`config.mk`:
```
export PLATFORM = sky130hd
export DESIGN_NAME = prim_fifo_sync_wm
export DESIGN_NICKNAME = d
export VERILOG_FILES = /design/src/rtl/prim_fifo_sync_wm.sv
export SDC_FILE = /design/constraint.sdc
export NUM_CORES = 1
export LEC_CHECK = 0
export ABC_AREA = 0
export CAP_MARGIN = 30
export CORE_ASPECT_RATIO = 0.6
export CORE_MARGIN = 4
export CORE_UTILIZATION = 40
export CTS_BUF_LIST = sky130_fd_sc_hd__clkbuf_8
export DETAILED_ROUTE_END_ITERATION = 7
export GPL_TIMING_DRIVEN = 0
export PLACE_DENSITY_LB_ADDON = 0.1
export RECOVER_POWER = 100
export SYNTH_ARGS = -nofsm -noshare
export SYNTH_HDL_FRONTEND = slang
export SYNTH_SLANG_ARGS = --single-unit
```
`constraint.sdc`:
```
create_clock -name clk_i -period 2.96 [get_ports clk_i]
set_input_delay 0.592 -clock clk_i [delete_from_list [all_inputs] [get_ports clk_i]]
set_output_delay 0.592 -clock clk_i [all_outputs]
set_load 0.05 [all_outputs]
```
`src/rtl/prim_fifo_sync_wm.sv`:
```
// Synchronous valid/ready FIFO with a registered occupancy count, runtime
// almost-full/almost-empty watermarks and a high-water-mark monitor.
module prim_fifo_sync_wm #(
    parameter int unsigned Width             = 16,
    parameter int unsigned Depth             = 4,
    parameter bit          Pass              = 1'b1,
    parameter bit          OutputZeroIfEmpty = 1'b1,
    localparam int unsigned DepthW           = $clog2(Depth + 1)
) (
    input  logic              clk_i,
    input  logic              rst_ni,
    input  logic              clr_i,
    input  logic              wvalid_i,
    output logic              wready_o,
    input  logic [Width-1:0]  wdata_i,
    output logic              rvalid_o,
    input  logic              rready_i,
    output logic [Width-1:0]  rdata_o,
    input  logic [DepthW-1:0] af_th_i,
    input  logic [DepthW-1:0] ae_th_i,
    output logic [DepthW-1:0] depth_o,
    output logic              full_o,
    output logic              empty_o,
    output logic              almost_full_o,
    output logic              almost_empty_o,
    output logic [DepthW-1:0] max_depth_o
);

    localparam int unsigned PtrW = $clog2(Depth);
    localparam logic [PtrW-1:0]   PtrLast  = PtrW'(Depth - 1);
    localparam logic [DepthW-1:0] DepthMax = DepthW'(Depth);

    logic [Width-1:0]  storage [Depth];
    logic [PtrW-1:0]   wptr, rptr;
    logic [DepthW-1:0] cnt, cnt_next, maxd;
    logic              push, pop, pass_through, wr_en, rd_en;
    logic              cnt_zero;

    assign cnt_zero = (cnt == '0);

    // Handshake: a transfer on either side completes only when valid and
    // ready are both high in the same cycle; clr_i blocks both sides.
    assign wready_o = ~clr_i & (cnt < DepthMax);
    assign rvalid_o = ~clr_i & (~cnt_zero | (Pass & wvalid_i));

    assign push = wvalid_i & wready_o;
    assign pop  = rvalid_o & rready_i;

    // An empty FIFO that pushes and pops together hands the word straight
    // across; storage, pointers and count are left alone.
    assign pass_through = Pass & cnt_zero & push & pop;
    assign wr_en        = push & ~pass_through;
    assign rd_en        = pop & ~pass_through;

    always_comb begin
        cnt_next = cnt;
        if (clr_i) begin
            cnt_next = '0;
        end else if (wr_en && !rd_en) begin
            cnt_next = cnt + DepthW'(1);
        end else if (rd_en && !wr_en) begin
            cnt_next = cnt - DepthW'(1);
        end
    end

    always_ff @(posedge clk_i) begin
        if (!rst_ni) begin
            wptr <= '0;
            rptr <= '0;
            cnt  <= '0;
            maxd <= '0;
        end else if (clr_i) begin
            wptr <= '0;
            rptr <= '0;
            cnt  <= '0;
            maxd <= '0;
        end else begin
            if (wr_en) begin
                wptr <= (wptr == PtrLast) ? '0 : wptr + PtrW'(1);
            end
            if (rd_en) begin
                rptr <= (rptr == PtrLast) ? '0 : rptr + PtrW'(1);
            end
            cnt <= cnt_next;
            // Compared against the next count so the monitor never lags depth_o.
            if (cnt_next > maxd) begin
                maxd <= cnt_next;
            end
        end
    end

    always_ff @(posedge clk_i) begin
        if (rst_ni && wr_en) begin
            storage[wptr] <= wdata_i;
        end
    end

    always_comb begin
        rdata_o = storage[rptr];
        if (OutputZeroIfEmpty && !rvalid_o) begin
            rdata_o = '0;
        end else if (cnt_zero && Pass && wvalid_i) begin
            rdata_o = wdata_i;
        end
    end

    assign depth_o        = cnt;
    assign full_o         = (cnt == DepthMax);
    assign empty_o        = cnt_zero;
    assign almost_full_o  = (cnt >= af_th_i);
    assign almost_empty_o = (cnt <= ae_th_i);
    assign max_depth_o    = maxd;

endmodule

```
==> impl_metrics.py <==
metrics = {
    "sta": {
        "drv_slew": 0,
        "setup_viol": 0,
        "hold_viol_final": 0,
        "fin_crit_sh_pct": 93.3,
        "grt_setup_unrepaired": "no",
        "fin_crit_ns": 2.76,
        "max_slew_margin_pct": 42.2,
        "holdWs_ns": 0.474,
        "tightest_slew_ns": 0.867,
        "max_freq_ghz": 0.362,
        "finClkSkew_ns": 0.00735,
    },
    "worst_hold_path": {
        "hold_start": "max_depth_o[1]",
        "hp-class": "reg2reg",
    },
    "clock_tree": {
        "clock-root-buffer": "clkbuf_8",
        "clkLatencyLatePin_ns": 0.34,
        "htreeDepth": 3,
        "cts_buffer_depth": 2,
        "numCtsBuffers": 9,
        "cts_tree": "yes",
        "cts_sinks": 76,
        "clk_pin_slew_ns": 0.08,
        "hold_buffers": 0,
    },
    "layout": {
        "area_delta_synth_final_pct": 28.4,
        "final_util_pct": 52.9,
        "fin_nets": 359,
        "drive_gt1_share_pct": 27.5,
        "n_antenna_cell": 0,
        "fillers": 743,
        "final_cells": 432,
        "final_common_cell": "edfxtp_1",
        "final_cell_mix": "edfxtp_1 (64), nand2_1 (40), dlygate4sd3_1 (26)",
    },
    "yosys": {
        "synthXorXnorAreaFrac_pct": 0.249,
        "synth-compound-area-share_pct": 6.96,
        "synth_edf_count": 64,
        "syn_area_per_cell_sq_um": 14.1,
        "yosys.area_share.adder_pct": 6.04,
        "synth_cell_types": 38,
        "ys_seq_area_share_pct": 61.4,
        "synth-simple-area-share_pct": 10.9,
        "ys_async_sr_fraction_pct": 0,
        "ys.flop_type": "edfxtp_1",
        "synthCells": 250,
        "ys_ff_latch": 76,
        "muxShareOfSynthArea_pct": 10.8,
        "synthesis.area_sq_um": 3520,
        "syn-num-nets": 294,
        "ys_warn_count": 0,
        "synth_top_family_by_area": "simple AND/OR/NAND/NOR gates",
    },
    "critical_path": {
        "critPathKind": "reg2out",
        "start_kind": "register",
        "cp_max_fo": 10,
        "crit_path_start": "depth_o[0]",
        "critPathArrivalTime_ns": 2.17,
        "worst_ep_required_time_ns": 2.37,
        "cp-end-kind": "output port",
        "r2r_slack_ns": 0.26,
        "rr_startpoint": "depth_o[0]",
    },
    "routing": {
        "routed_wl_um": 7300,
        "route.detailed.drc": 0,
        "vias_per_cell": 4.99,
        "drt-pass1-iter-count": 4,
        "drtAntennaViolNets": 0,
        "wl_per_cell_um": 16.9,
        "vias": 2156,
        "first_iter_violations": 150,
    },
    "global_routing": {
        "grt_max_degree": 17,
        "grt_usage_pct": 15.7,
        "grt-ovfl-total": 0,
        "grt_pass1_vias": 2198,
        "antenna_found_initial": 0,
        "grt_pass1_wl_um": 12000,
    },
    "flow_run": {
        "cap_violations": 0,
    },
    "floorplan": {
        "die-area_sq_um": 10400,
        "die_w_um": 129,
        "rows": 26,
        "io_pins": 55,
        "core_region_area_sq_um": 8560,
        "die_h_um": 80.7,
        "initial_utilization_pct": 41.2,
    },
    "pwr": {
        "cellPowerDensity_nw_per_um2": 541,
        "peakVddDrop_v": 0.000350,
        "power.leakage_nw": 1.61,
    },
    "placed_design": {
        "post-place-cells": 414,
        "numPortBuffers": 52,
        "dp_hpwl_um": 5080,
        "place_congestion": 0.775,
    },
    "outcome": {
        "status": "completed",
    },
}
synthesized netlist by cell type (2+ instances only):
cell type / count / area (sq um)
mux2i_1: 2 / 20.0
nand3_1: 3 / 15.0
or3_1: 3 / 18.8
buf_2: 4 / 20.0
buf_4: 5 / 37.5
inv_1: 15 / 56.3
and2_1: 8 / 50.1
nand2b_1: 3 / 18.8
nand2_1: 41 / 154
o21ai_0: 2 / 10.0
nor2_1: 7 / 26.3
nor2b_1: 4 / 25.0
ha_1: 17 / 213
dfxtp_1: 12 / 240
mux4_2: 16 / 360
a21o_1: 3 / 22.5
a211oi_1: 2 / 15.0
a21oi_1: 20 / 100
edfxtp_1: 64 / 1920
power by group:
part	switching (mW)	internal, mW	total (mW)
Clock	0.380	0.557	0.936
Sequential	0.00609	1.17	1.17
Combinational	0.213	0.126	0.338
cells by family (layout without fill, tap and decap cells):
family,Yosys count,in the layout
DFF,76,76
xor gates and xnor gates,1,1
muxes,18,18
buffers and inverters,26,96
and+or+nand+nor,76,76
adders and majority gates,17,17
AOI/OAI and AO/OA,36,36
state kept, by name (all words and copies together), names as in the netlist, named ones only:
name	count
max_depth_o	3
rptr	2
depth_o	3
wptr	2
storage	64
path summary, 6_finish.rpt:
check | to | cells past startpoint
hold / removal | max_depth_o[1] | 2
setup / recovery | rdata_o[11] | 10
hold reg to reg | max_depth_o[1] | 2
setup reg to reg | max_depth_o[0] | 9
per-layer routing:
metal,wire length (um),GRT usage [%]
met1,3650,23.6
met2,3120,22.1
met3,453,4.78
met4,71,3.77
met5,0,0
per-stage QoR:
step / total power, mW / area, sq um / setup TNS, ns / setup WS (ns)
after floorplan: 1.42 / 3590 / 0 / 0.0440
after global placement: 1.54 / 4250 / -13.37 / -0.839
after detailed placement: 1.54 / 4250 / -17.98 / -0.859
after CTS: 2.48 / 4510 / -0.00314 / -0.00314
after global routing: 2.56 / 4520 / 0 / 0.0145
final: 2.45 / 4520 / 0 / 0.199
timing repair:
action                                  4_1_cts  5_1_grt
pin swaps                                     0        1
buffers inserted                              0        2
gates resized for setup                      90        9
endpoints found under the setup margin       19       20
layout make-up:
cell class / instances / area (sq um) / area share, %
multi-input combinational: 148 / 1320 / 29.2
tap: 112 / 140 / 3.10
buffer: 11 / 85.1 / 1.88
clock inverter: 7 / 116 / 2.57
sequential: 76 / 2160 / 47.9
inverter: 15 / 60.1 / 1.33
clock buffer: 9 / 124 / 2.74
timing repair buffer: 54 / 513 / 11.3
worst max-delay path, stage by stage, from the launching register on:
cell and delay [ns]:
dfxtp_2 0.37, clkinvlp_4 0.17, ha_4 0.23, nand2b_2 0.13, inv_1 0.10, and2_1 0.16, buf_4 0.16, buf_6 0.15
nand2_1 0.11, a21oi_4 0.05, buf_4 0.19
No activity file was read; power rests on OpenSTA's default activity.
